File: config.mk
export PLATFORM = sky130hd
export DESIGN_NAME = stream_packer
export DESIGN_NICKNAME = d
export VERILOG_FILES = /design/src/rtl/stream_packer_pkg.sv /design/src/rtl/stream_packer_flush_timer.sv /design/src/rtl/stream_packer.sv
export SDC_FILE = /design/constraint.sdc
export NUM_CORES = 1
export LEC_CHECK = 0
export BUFFER_PORTS_ARGS = -buffer_cell sky130_fd_sc_hd__buf_4
export CAP_MARGIN = 20
export CORE_MARGIN = 2
export CORE_UTILIZATION = 45
export CTS_CLUSTER_SIZE = 30
export DETAILED_ROUTE_END_ITERATION = 6
export PLACE_DENSITY = 0.65
export SYNTH_ARGS = -nofsm -noshare
export SYNTH_HDL_FRONTEND = slang
export SYNTH_SLANG_ARGS = --single-unit
File: constraint.sdc
create_clock -name clk -period 2.9 [get_ports clk]
set_input_delay 0.29 -clock clk [delete_from_list [all_inputs] [get_ports clk]]
set_output_delay 0.29 -clock clk [all_outputs]
set_load 0.01 [all_outputs]
File: src/rtl/stream_packer_pkg.sv
// +----------------------------------------------------------------------------+
// | stream_packer_pkg : shared sizing and keep-mask helpers for stream_packer  |
// | Rev 1.0                                                                    |
// +----------------------------------------------------------------------------+
`default_nettype none

package stream_packer_pkg;

    // Widest lane count the keep-mask helper can describe.
    localparam int MAX_LANES = 64;

    function automatic int lane_cnt_w(input int ratio);
        return $clog2(ratio);
    endfunction

    function automatic int timer_w(input int flush_timeout);
        return $clog2(flush_timeout + 1);
    endfunction

    // Ones in lanes 0..cnt; a negative cnt yields an empty mask.
    function automatic logic [MAX_LANES-1:0] keep_mask(input int cnt);
        logic [MAX_LANES-1:0] m;
        m = '0;
        for (int k = 0; k < MAX_LANES; k++) begin
            m[k] = (k <= cnt);
        end
        return m;
    endfunction

endpackage

`default_nettype wire

File: src/rtl/stream_packer_flush_timer.sv
// +----------------------------------------------------------------------------+
// | stream_packer_flush_timer : idle counter that requests a partial flush     |
// | Rev 1.0                                                                    |
// +----------------------------------------------------------------------------+
`default_nettype none

module stream_packer_flush_timer
    import stream_packer_pkg::*;
#(
    parameter int FLUSH_TIMEOUT = 16
) (
    input  logic clk,
    input  logic rst_n,
    input  logic pending,
    input  logic accept,
    input  logic slot_free,
    output logic flush
);

    localparam int TMR_W = timer_w(FLUSH_TIMEOUT);
    localparam logic [TMR_W-1:0] TMR_MAX  = TMR_W'(FLUSH_TIMEOUT);
    localparam logic [TMR_W-1:0] TMR_FIRE = TMR_W'(FLUSH_TIMEOUT - 1);

    logic [TMR_W-1:0] timer;
    logic             idle;

    assign idle = pending && !accept;

    // The current idle cycle is the FLUSH_TIMEOUT-th once the timer has
    // counted FLUSH_TIMEOUT-1 earlier ones; a saturated timer waits for a free slot.
    assign flush = idle && slot_free && (timer >= TMR_FIRE);

    always_ff @(posedge clk or negedge rst_n) begin
        if (!rst_n) begin
            timer <= '0;
        end else if (!idle || flush) begin
            timer <= '0;
        end else if (timer != TMR_MAX) begin
            timer <= timer + 1'b1;
        end
    end

endmodule

`default_nettype wire

File: src/rtl/stream_packer.sv
// +----------------------------------------------------------------------------+
// | stream_packer : packs RATIO narrow beats into one registered wide word.    |
// | Optional idle flush enabled by STREAM_PACKER_FLUSH_TIMEOUT_EN. Rev 1.0     |
// +----------------------------------------------------------------------------+
`default_nettype none

module stream_packer #(
    parameter int IN_WIDTH      = 8,
    parameter int RATIO         = 4,
    parameter int OUT_WIDTH     = IN_WIDTH * RATIO,
    parameter int FLUSH_TIMEOUT = 16
) (
    input  logic                 clk,
    input  logic                 rst_n,
    input  logic [IN_WIDTH-1:0]  in_data,
    input  logic                 in_valid,
    input  logic                 in_last,
    output logic                 in_ready,
    output logic [OUT_WIDTH-1:0] out_data,
    output logic [RATIO-1:0]     out_keep,
    output logic                 out_last,
    output logic                 out_valid,
    input  logic                 out_ready
);

    import stream_packer_pkg::*;

    localparam int CNT_W = lane_cnt_w(RATIO);
    localparam logic [CNT_W-1:0] LAST_LANE = CNT_W'(RATIO - 1);

    if (RATIO < 2 || RATIO > MAX_LANES) begin : g_bad_ratio
        $error("stream_packer: RATIO out of range");
    end
    if (OUT_WIDTH != IN_WIDTH * RATIO) begin : g_bad_out_width
        $error("stream_packer: OUT_WIDTH must equal IN_WIDTH*RATIO");
    end
    if (FLUSH_TIMEOUT < 2) begin : g_bad_timeout
        $error("stream_packer: FLUSH_TIMEOUT must be at least 2");
    end

    logic [CNT_W-1:0]     cnt;
    logic [OUT_WIDTH-1:0] acc;
    logic [OUT_WIDTH-1:0] merged;
    logic [RATIO-1:0]     keep_cur;
    logic [RATIO-1:0]     keep_prev;
    logic                 accept;
    logic                 complete;
    logic                 flush;

    assign in_ready  = !out_valid || out_ready;
    assign accept    = in_valid && in_ready;
    assign complete  = accept && ((cnt == LAST_LANE) || in_last);
    assign keep_cur  = RATIO'(keep_mask(int'(cnt)));
    assign keep_prev = RATIO'(keep_mask(int'(cnt) - 1));

    // Lanes above cnt are always zero in acc, so unused lanes of a
    // partial word come out as zero without extra masking.
    always_comb begin
        merged = acc;
        for (int k = 0; k < RATIO; k++) begin
            if (cnt == CNT_W'(k)) begin
                merged[k*IN_WIDTH +: IN_WIDTH] = in_data;
            end
        end
    end

`ifdef STREAM_PACKER_FLUSH_TIMEOUT_EN
    stream_packer_flush_timer #(
        .FLUSH_TIMEOUT (FLUSH_TIMEOUT)
    ) u_flush_timer (
        .clk       (clk),
        .rst_n     (rst_n),
        .pending   (cnt != '0),
        .accept    (accept),
        .slot_free (in_ready),
        .flush     (flush)
    );
`else
    assign flush = 1'b0;
`endif

    always_ff @(posedge clk or negedge rst_n) begin
        if (!rst_n) begin
            cnt       <= '0;
            acc       <= '0;
            out_data  <= '0;
            out_keep  <= '0;
            out_last  <= 1'b0;
            out_valid <= 1'b0;
        end else if (complete) begin
            out_data  <= merged;
            out_keep  <= keep_cur;
            out_last  <= in_last;
            out_valid <= 1'b1;
            cnt       <= '0;
            acc       <= '0;
        end else if (flush) begin
            out_data  <= acc;
            out_keep  <= keep_prev;
            out_last  <= 1'b0;
            out_valid <= 1'b1;
            cnt       <= '0;
            acc       <= '0;
        end else begin
            if (accept) begin
                acc <= merged;
                cnt <= cnt + 1'b1;
            end
            if (out_valid && out_ready) begin
                out_valid <= 1'b0;
            end
        end
    end

endmodule

`default_nettype wire

* Word level (Yosys, flattened, before mapping)
Cells that the tools add are included.
** Storage, ports and cells
- Word-level logic and storage cells :: 32
- Bits of input ports :: 13
- Output and inout port bits :: 39
- Register bits after elaboration :: 72
** Operators by class
- Equal/unequal tests :: 3
- $lt $le $gt $ge :: 3
- Reduce and logical (&&, ||, !) cells :: 9
- Add/subtract/negate cells :: 1
- Muxes and demuxes :: 10
** Operators with widths (count)
- two-way mux 32 bit :: 2
- two-way mux 8 bit :: 4
- == test 2 bit, second input constant :: 2
- less-or-equal comparator 2 bit, first input constant :: 2
- two-way mux 2 bit :: 2
- nonzero test 2 bit :: 2
- logical AND 1 bit :: 3
- adder 2 x 1 -> 2 bit, second input constant :: 1
- == test 2 x 1 -> 1 bit, second input constant :: 1
- less-or-equal comparator 1 x 2 -> 1 bit, first input constant :: 1
- logical NOT 2 bit :: 1
- logical OR 1 bit :: 2
- two-way mux 1 bit :: 2
- logical NOT 1 bit :: 1

* Longest topological paths before layout
Gate-level depths: netlist (run 1).
- Depth after elaboration :: 5
- Gate-level depth with buffers :: 7
- Mapped depth without buffers :: 4

* Least setup slack after synthesis (run 1)
No wires, ideal clock.
- Path kind :: reg2reg
- From :: reg cnt[1]
- To :: reg out_data[10]
- Slack :: 1.089 ns
- Setup time :: 0.125 ns
- Data required time :: 2.775 ns
- Cell stages (with the launch flop) :: 8
- Clock period less this slack :: 1.811 ns
- Path buffers :: 3
- Arrival time :: 1.686 ns
- Cell sequence :: dfrtp_1 > ha_1 > buf_6 > or2_1 > buf_6 > nand3_4 > buf_12 > mux2_4
** Between the ends
- Longest elaborated chain between the ends :: 3
- Elaborated cells between the ends (all ways) :: 5
- Those cells by class :: eq/ne (2); mux (1); reduce/logical (2)
** RTL lines
- start: declaration :: line stream_packer.sv:41 : logic [CNT_W-1:0] cnt;
- start signal: assignment :: line stream_packer.sv:107 : cnt <= cnt + 1'b1;
- == test 2 bit :: line stream_packer.sv:52 : assign complete = accept && ((cnt == LAST_LANE) || in_last);
- logical OR 1 bit :: line stream_packer.sv:52
- logical AND 1 bit :: line stream_packer.sv:52
- end signal: assignment :: line stream_packer.sv:91 : out_data <= merged;
- end: declaration :: line stream_packer.sv:19 : output logic [OUT_WIDTH-1:0] out_data,
Several ways; a longest one is shown, not always the timed one.
A chain may end at the register's enable or synchronous reset.

* Worst setup path in the final report (run 1)
- From :: reg cnt[1]
- To :: reg out_data[30]
** Between the ends
- Longest elaborated chain between the ends :: 3
- Elaborated cells between the ends (all ways) :: 4
- Those cells by class :: eq/ne (1); mux (1); reduce/logical (2)
** RTL lines (line)
- == test 2 bit (*) :: stream_packer.sv:52, stream_packer.sv:61
- logical OR 1 bit :: stream_packer.sv:52
- logical AND 1 bit :: stream_packer.sv:52
Mark *: on every way between the ends. The rest lies on a longest branch, timed or not.

==> results_dict.tcl, run 1 <==
set metrics [dict create \
    tightest_slew_ns 0.884 \
    io_pins 52 \
    grt_pass1_vias 2076 \
    post_drt_wl_per_cell_microns 17.3 \
    synth_top_area_frac 0.539 \
    min_path_type "input pin to asynchronous set/reset pin" \
    placed_cells 355 \
    ir_drop_v 0.000436 \
    yosysSeqAreaShare 0.539 \
    worstSetupStartpointType "flop" \
    min_period_over_period 0.747 \
    fin_crit_ns 2.17 \
    post-synth-top-area-cell "dfrtp_1" \
    ant_nets 0 \
    die_w_microns 90.2 \
    clk_latency_ns 0.35 \
    crit_fanout 13 \
    place_area_sq_mm 0.00375 \
    cts_buffers 9 \
    drtIter0Drc 75 \
    io_buffers 51 \
    criticalPathCategory "flop to flop" \
    drc 0 \
    finalSetupViolCount 0 \
    die_area_sq_mm 0.00813 \
    final_max_slew_viol_count 0 \
    cts_tree "yes" \
    p_leak_nw 2.05 \
    postCtsSetupBuffers 0 \
    cpMaxStageDelayCell "dfrtp_1" \
    whs_ns 0.0671 \
    grt_overflow 0 \
    skew_ns 0.00492 \
    diodes 0 \
    synth_seq_cells 72 \
    gp_congestion 0.722 \
    avgSynthCellArea_sq_um 15.3 \
    cp.arrival_ns 2.40 \
    async_flop_share 1.00 \
    status "finished clean" \
    synth_edf_count 0 \
    fin_util 0.554 \
    setup_ws_ns 0.734 \
    avgViaCountPerCell 5.22 \
    drive_gt1_frac 0.504 \
    pre_cts_ws_ns 0.734 \
    cp_cell_sequence "ha_1 > or2_1 > nand3_4 > buf_4 > mux2_4" \
    synth_cells 218 \
    synthTopCellsByArea "dfrtp_1 54%, mux2_4 13%, mux2_2 12%" \
    drt-total-wl_mm 6.42 \
    report.final.hold_viol_count 0 \
    grt_pass1_wl_mm 10.9 \
    cp.required_ns 3.13 \
    endpoint_kind "flop" \
    core_area_sq_mm 0.00721 \
    synth_cell_types 28 \
    cts.repair.resized 0 \
    power_mw 3.25 \
    cts_num_sinks 72 \
    fmax_mhz 462 \
    clk_path_buf_depth 2 \
    cap_violations 0 \
    relSlewSlack 0.411 \
    synth_nets 238 \
    die_y_microns 90.2 \
    firstDrtPassIters 4 \
    synth_ff_type "dfrtp_1" \
    nNetsFinal 287 \
    nFillCells 622 \
    final_cell_count_no_fill 371 \
    cpPeakStageDelay_ns 0.44 \
    clockRootBuffer "clkbuf_8" \
    rsz0062_at_grt "no" \
    synth_area_sq_mm 0.00334 \
    row_count 31 \
    track_usage 0.171 \
    final_area_sq_mm 0.00399 \
    cts_hold_buf 0 \
    powerDensity_mw_per_mm2 813 \
    grt_max_degree 73 \
    dp_hpwl_mm 4.17 \
    area_delta_synth_final_pct 19.6 \
    htree_levels 3 \
    antenna_found_initial 0 \
    cts.clk_slew.worst_paths_ns 0.08 \
    setup-tns-final_ns 0 \
    vias 1937 \
    yosys_warnings 0 \
    start_util 0.463 \
]
## cell families after synthesis
family / synth area share
DFF: 0.539
AOI/OAI and AO/OA: 0.100
muxes: 0.259
buffers and inverters: 0.0446
adders and majority gates: 0.0262
and+or+nand+nor: 0.0307
## final timing paths
check	from	end	slack (ns)	cells past startpoint
setup / recovery	cnt[1]$_DFFE_PN0P_	out_data[30]$_DFFE_PN0P_	0.73	5
hold / removal	rst_n	acc[11]$_DFFE_PN0P_	0.07	1
setup reg to reg	cnt[1]$_DFFE_PN0P_	out_data[30]$_DFFE_PN0P_	0.73	5
hold reg to reg	out_keep[0]$_DFFE_PN0P_	out_keep[0]$_DFFE_PN0P_	0.48	1
max in group asynchronous	rst_n	out_data[23]$_DFFE_PN0P_	2.26	1
min in group clk	in_last	out_last$_DFFE_PN0P_	0.24	2
## report_power, final
part	switching [mW]	total, mW	internal [mW]
sequential	0.125	1.34	1.22
combinational	0.381	0.934	0.553
clock	0.377	0.972	0.595
total	0.883	3.25	2.36
## synthesized netlist by cell type, types with 2 or more instances
| master | instances |
|---|---|
| mux2i_1 | 2 |
| inv_1 | 4 |
| mux2_4 | 30 |
| dfrtp_1 | 72 |
| buf_1 | 2 |
| ha_1 | 7 |
| buf_2 | 4 |
| clkbuf_1 | 3 |
| o211ai_2 | 2 |
| and2_1 | 5 |
| nor2_1 | 2 |
| buf_12 | 3 |
| nand2b_1 | 2 |
| a32o_1 | 12 |
| a22o_1 | 16 |
| a21oi_1 | 2 |
| buf_6 | 2 |
| and4_1 | 2 |
| o211ai_1 | 3 |
| mux2_2 | 35 |
## layout make-up
cell class / count / area [sq um] / share of cell area
Sequential cell: 72 / 1800 / 0.451
Multi-Input combinational cell: 126 / 1390 / 0.348
Clock buffer: 11 / 141 / 0.0354
Timing Repair Buffer: 54 / 418 / 0.105
Tap cell: 99 / 124 / 0.0310
Clock inverter: 5 / 104 / 0.0260
Inverter: 4 / 15.0 / 0.00376
## layer usage
layer | part of all wire | global-route usage | vias to the layer above
li1 | - | - | 903
met1 | 0.50 | 0.249 | 976
met3 | 0.051 | 0.0570 | 7
met4 | 0.012 | 0.0513 | 0
met5 | 0 | 0 | -
met2 | 0.43 | 0.244 | 51
## registers in the layout (all words and copies together), names as in the netlist
register	flops
acc	32
cnt	2
out_data	32
out_keep	4
out_last	1
out_valid	1
## cells in the final DEF (no fill, tap or decap), types with 3 or more instances in the layout
cell / n
mux2_4: 30
clkbuf_8: 10
buf_4: 53
mux2_2: 35
bufinv_16: 3
dfrtp_1: 72
o211ai_1: 3
ha_1: 7
a32o_1: 12
and2_1: 5
inv_1: 4
a22o_1: 16
## worst max-delay path, delay by kind of cell, from the launching register on
family	cells	cell delay, ns
fa+ha+maj	1	0.38
buf+inv	1	0.29
flops	1	0.44
simple gates	2	0.62
mux	1	0.31
No activity file was read; power rests on OpenSTA's default activity.
==> inputs of run 2 (changes only) <==
- PLACE_DENSITY: 0.65 -> 0.67
- clock period: 2.9 -> 1.9 ns (I/O delays scaled with it)
==> results_dict.tcl, run 2 (synthesis gave the netlist of run 1 again) <==
set metrics [dict create \
    drc 0 \
    finalSetupViolCount 0 \
    worstSetupStartpointType "flop" \
    ir_drop_v 0.000423 \
    report.final.hold_viol_count 0 \
    crit_fanout 8 \
    avgViaCountPerCell 5.21 \
    gp_congestion 0.712 \
    p_leak_nw 2.10 \
    placed_cells 363 \
    die_area_sq_mm 0.00813 \
    grt_overflow 0 \
    die_y_microns 90.2 \
    io_pins 52 \
    endpoint_kind "flop" \
    die_w_microns 90.2 \
    top_regs "acc: 32 flops, out_data: 32 flops, out_keep: 4 flops" \
    clockRootBuffer "clkbuf_8" \
    firstDrtPassIters 4 \
    clk_path_buf_depth 2 \
    ant_nets 0 \
    io_buffers 51 \
    clk_latency_ns 0.36 \
    fin_crit_ns 1.77 \
    drt-total-wl_mm 6.75 \
    critPathBufInv 1 \
    postCtsSetupBuffers 0 \
    nFillCells 624 \
    grt_pass1_vias 2099 \
    final_area_sq_mm 0.00410 \
    row_count 31 \
    antenna_found_initial 0 \
    start_util 0.463 \
    min_path_type "input pin to flop" \
    final_common_cell "dfrtp_1" \
    grt_pass1_wl_mm 11.1 \
    cts_tree "yes" \
    cp_num_cells 5 \
    skew_ns 0.00895 \
    cpMaxStageDelayCell "dfrtp_1" \
    cts_num_sinks 72 \
    final_cell_count_no_fill 380 \
    cap_violations 0 \
    criticalPathCategory "flop to flop" \
    dp_hpwl_mm 4.58 \
    final_max_slew_viol_count 0 \
    timing.rr.start "cnt[1]$_DFFE_PN0P_" \
    r2r_setup_slack_ns 0.13 \
    r2r-end "acc[5]$_DFFE_PN0P_" \
    cpPeakStageDelay_ns 0.45 \
    startpoint "cnt[1]$_DFFE_PN0P_" \
    pre_cts_ws_ns 0.0984 \
    area_delta_synth_final_pct 22.8 \
    rsz0062_at_grt "no" \
    grt_max_degree 40 \
    track_usage 0.178 \
    diodes 0 \
    cp.required_ns 2.19 \
    r2r_cells 5 \
    setup_ws_ns 0.130 \
    path_delay_family "simple AND/OR/NAND/NOR gates" \
    post_drt_wl_per_cell_microns 17.8 \
    relSlewSlack 0.674 \
    status "finished clean" \
    htree_levels 3 \
    setup-tns-final_ns 0 \
    cp.arrival_ns 2.06 \
    core_area_sq_mm 0.00721 \
    crit_end "acc[5]$_DFFE_PN0P_" \
    cts.clk_slew.worst_paths_ns 0.07 \
    tightest_slew_ns 0.489 \
    min_from "in_last" \
    cp_cell_sequence "ha_1 > buf_4 > nor2_1 > and4_1 > a22o_1" \
    nNetsFinal 296 \
    place_area_sq_mm 0.00386 \
    min_period_over_period 0.932 \
    powerDensity_mw_per_mm2 1210 \
    drive_gt1_frac 0.523 \
    cts_buffers 9 \
    vias 1978 \
    drtIter0Drc 92 \
    final_cell_mix "72 x dfrtp_1, 57 x buf_4, 35 x mux2_2" \
    fmax_mhz 565 \
]
run 2: cell count changes in the layout (fill, tap and decap cells not counted):
cell	change
clkbuf_1	-1
ha_2	+1
bufinv_16	-1
clkbuf_8	+1
buf_12	+4
clkinv_2	+1
buf_4	+4
ha_1	-1
dlygate4sd3_1	+1
run 2: power breakdown:
| part | internal [mW] | leakage (nW) | total [mW] | switching [mW] |
|---|---|---|---|---|
| registers | 1.86 | 0.959 | 2.05 | 0.196 |
| logic | 0.915 | 1.02 | 1.52 | 0.606 |
| clock network | 0.808 | 0.119 | 1.39 | 0.579 |
| total | 3.58 | 2.10 | 4.96 | 1.38 |
run 2: how the worst min path moves through the flow:
stage | endpoint | slack [ns] | cells past startpoint
final | out_last$_DFFE_PN0P_ | 0.12 | 2
after global routing | out_last$_DFFE_PN0P_ | 0.10 | 2
after CTS | out_last$_DFFE_PN0P_ | 0.11 | 2
after detailed placement | out_data[11]$_DFFE_PN0P_ | 0.19 | 1
after global placement | out_data[11]$_DFFE_PN0P_ | 0.19 | 1
after floorplan | acc[0]$_DFFE_PN0P_ | -0.11 | 0
run 2: repair_timing:
| item | 4_1_cts | 5_1_grt |
|---|---|---|
| setup endpoints to repair | 0 | 2 |
| hold buffers | 1 | 0 |
| hold endpoints to repair | 38 | 0 |
| gates resized for setup | 0 | 1 |
run 2: worst register-to-register path, cell delays in order, from the launching register on:
cell     delay (ns)
dfrtp_1        0.45
ha_1           0.22
buf_4          0.16
nor2_1         0.26
and4_1         0.42
a22o_1         0.20
run 2: layer usage:
metal  global-route usage  share of wire  up-vias
met4               0.0885          0.025        0
met5                    0              0        -
met3               0.0478          0.050       12
met1                0.242           0.47      994
li1                     -              -      922
met2                0.263           0.45       50
run 2: area by class of cell:
cell class                 instances  area (sq um)  area share
clock buffer                      11           151      0.0369
clock inverter                     5          78.8      0.0192
inverter                           4          15.0     0.00366
multi-input combinational        126          1390       0.340
sequential                        72          1800       0.439
tap                               99           124      0.0302
timing repair buffer              63           538       0.131
run 2: stage by stage:
stage / power [mW] / utilization / hold slack (ns)
floorplan: 2.96 / - / -0.106
global placement: 3.58 / 0.535 / 0.193
detailed placement: 3.62 / 0.535 / 0.191
CTS: 5.01 / 0.568 / 0.107
global route: 5.22 / 0.569 / 0.104
finish: 4.96 / 0.569 / 0.122
==> inputs of run 3 (changes only) <==
- CTS_CLUSTER_SIZE: 30 -> default
- HOLD_SLACK_MARGIN: default -> 0.15
- SYNTH_HIERARCHICAL: default -> 1
==> results_dict.tcl, run 3 <==
set metrics [dict create \
    status "finished clean" \
    post_drt_wl_per_cell_microns 17.6 \
    p_leak_nw 2.14 \
    grt_pass1_vias 2140 \
    drc 0 \
    synth_cells 218 \
    synth_ff_type "dfrtp_1" \
    r2r_cells 5 \
    min_path_type "input pin to flop" \
    area_delta_synth_final_pct 25.2 \
    grt_pass1_wl_mm 11.2 \
    synth_seq_cells 72 \
    multi_input_area_sq_mm 0.00139 \
    crit_fanout 8 \
    avgSynthCellArea_sq_um 15.3 \
    postCtsSetupBuffers 0 \
    dp_hpwl_mm 4.58 \
    ir_drop_v 0.000424 \
    die_y_microns 90.2 \
    synthTopCellsByArea "dfrtp_1 54%, mux2_4 13%, mux2_2 12%" \
    synth_cell_types 28 \
    gp_congestion 0.712 \
    final_cell_count_no_fill 388 \
    yosys_warnings 6 \
    r2r_setup_slack_ns 0.13 \
    finalSetupViolCount 0 \
    power_mw 4.98 \
    timing.rr.start "cnt[1]$_DFFE_PN0P_" \
    diodes 0 \
    cp.required_ns 2.19 \
    core_area_sq_mm 0.00721 \
    final_area_sq_mm 0.00418 \
    grt_overflow 0 \
    io_pins 52 \
    pre_cts_ws_ns 0.0984 \
    synth_commonest_cells "72 x dfrtp_1, 35 x mux2_2, 30 x mux2_4" \
    yosysSeqAreaShare 0.539 \
    grt_max_degree 40 \
    antenna_found_initial 0 \
    clk_path_buf_depth 2 \
    endpoint_kind "flop" \
    start_util 0.463 \
    seqCellArea_sq_mm 0.00180 \
    firstDrtPassIters 4 \
    cts.clk_slew.worst_paths_ns 0.08 \
    startpoint "cnt[1]$_DFFE_PN0P_" \
    rsz0062_at_grt "no" \
    criticalPathCategory "flop to flop" \
    avgViaCountPerCell 5.20 \
    ant_nets 0 \
    report.final.hold_viol_count 0 \
    relSlewSlack 0.674 \
    setup-tns-final_ns 0 \
    yosysMostFrequentCell "dfrtp_1" \
    nNetsFinal 304 \
    synth_edf_count 0 \
    synth_nets 238 \
    drive_gt1_frac 0.509 \
    setup_ws_ns 0.133 \
    post-synth-top-area-cell "dfrtp_1" \
    synth_area_sq_mm 0.00334 \
    fin_crit_ns 1.77 \
    htree_levels 3 \
    die_w_microns 90.2 \
    top_regs "acc: 32 flops, out_data: 32 flops, out_keep: 4 flops" \
    cts_num_sinks 72 \
    io_buffers 51 \
    r2r-end "acc[5]$_DFFE_PN0P_" \
    drt-total-wl_mm 6.83 \
    placed_cells 363 \
    whs_ns 0.153 \
    crit_end "acc[5]$_DFFE_PN0P_" \
    clockRootBuffer "clkbuf_8" \
    synth_top_area_frac 0.539 \
    final_cell_mix "72 x dfrtp_1, 57 x buf_4, 35 x mux2_2" \
    nFillCells 615 \
    cap_violations 0 \
    min_period_over_period 0.930 \
    fin_util 0.580 \
    powerDensity_mw_per_mm2 1190 \
    die_area_sq_mm 0.00813 \
    cp.arrival_ns 2.06 \
    skew_ns 0.00925 \
    vias 2019 \
    cts_tree "yes" \
    fmax_mhz 566 \
    tightest_slew_ns 0.489 \
    clk_latency_ns 0.36 \
    place_area_sq_mm 0.00386 \
    async_flop_share 1.00 \
    worstSetupStartpointType "flop" \
    row_count 31 \
    cts_buffers 9 \
    track_usage 0.179 \
    final_common_cell "dfrtp_1" \
    final_max_slew_viol_count 0 \
    drtIter0Drc 91 \
]
run 3: changes by cell type in the layout (fill, tap and decap cells not counted):
cell           change
dlygate4sd3_1      +8
run 3: worst max-delay path, cell delays in order (launching register included):
cell and delay, ns:
dfrtp_1 0.45, ha_1 0.22, buf_4 0.16, nor2_1 0.26, and4_1 0.42, a22o_1 0.20
run 3: cells by family after synthesis:
kind of cell | count (synthesis) | share of synthesized area
AND/OR/NAND/NOR | 15 | 0.0307
AO/OA/AOI/OAI | 37 | 0.100
flip-flops | 72 | 0.539
buffers and inverters | 20 | 0.0446
adder cells (fa/ha/maj) | 7 | 0.0262
multiplexers | 67 | 0.259
run 3: report_power, final:
group | total (mW) | switching (mW) | internal [mW]
combinational | 1.53 | 0.609 | 0.925
sequential | 2.05 | 0.196 | 1.86
clock | 1.39 | 0.580 | 0.809
run 3: layout make-up:
class	instances	area share
inverters	4	0.00359
flip-flops and latches	72	0.431
clock inverters	5	0.0189
multi-input cells	126	0.333
well taps	99	0.0296
repair buffers	71	0.148
clock buffers	11	0.0362
run 3: worst min-delay path by stage:
stage / slack [ns] / to / depth (start not counted) / start
finish: 0.15 / acc[11]$_DFFE_PN0P_ / 2 / in_data[3]
CTS: 0.15 / acc[3]$_DFFE_PN0P_ / 2 / in_data[3]
global route: 0.15 / acc[3]$_DFFE_PN0P_ / 2 / in_data[3]
floorplan: -0.11 / acc[0]$_DFFE_PN0P_ / 0 / rst_n
detailed placement: 0.19 / out_data[11]$_DFFE_PN0P_ / 1 / rst_n
global placement: 0.19 / out_data[11]$_DFFE_PN0P_ / 1 / rst_n
run 3: per-layer routing:
layer  part of all wire  global-route usage  up-vias
li1                   -                   -      938
met1               0.47               0.244     1019
met2               0.46               0.268       50
met3              0.043              0.0453       12
met4              0.025              0.0885        0
met5                  0                   0        -
run 3: timing repair:
item	CTS	global route
hold endpoints to repair	52	0
hold buffers	9	0
resized for setup	0	1
endpoints found under the setup margin	0	2
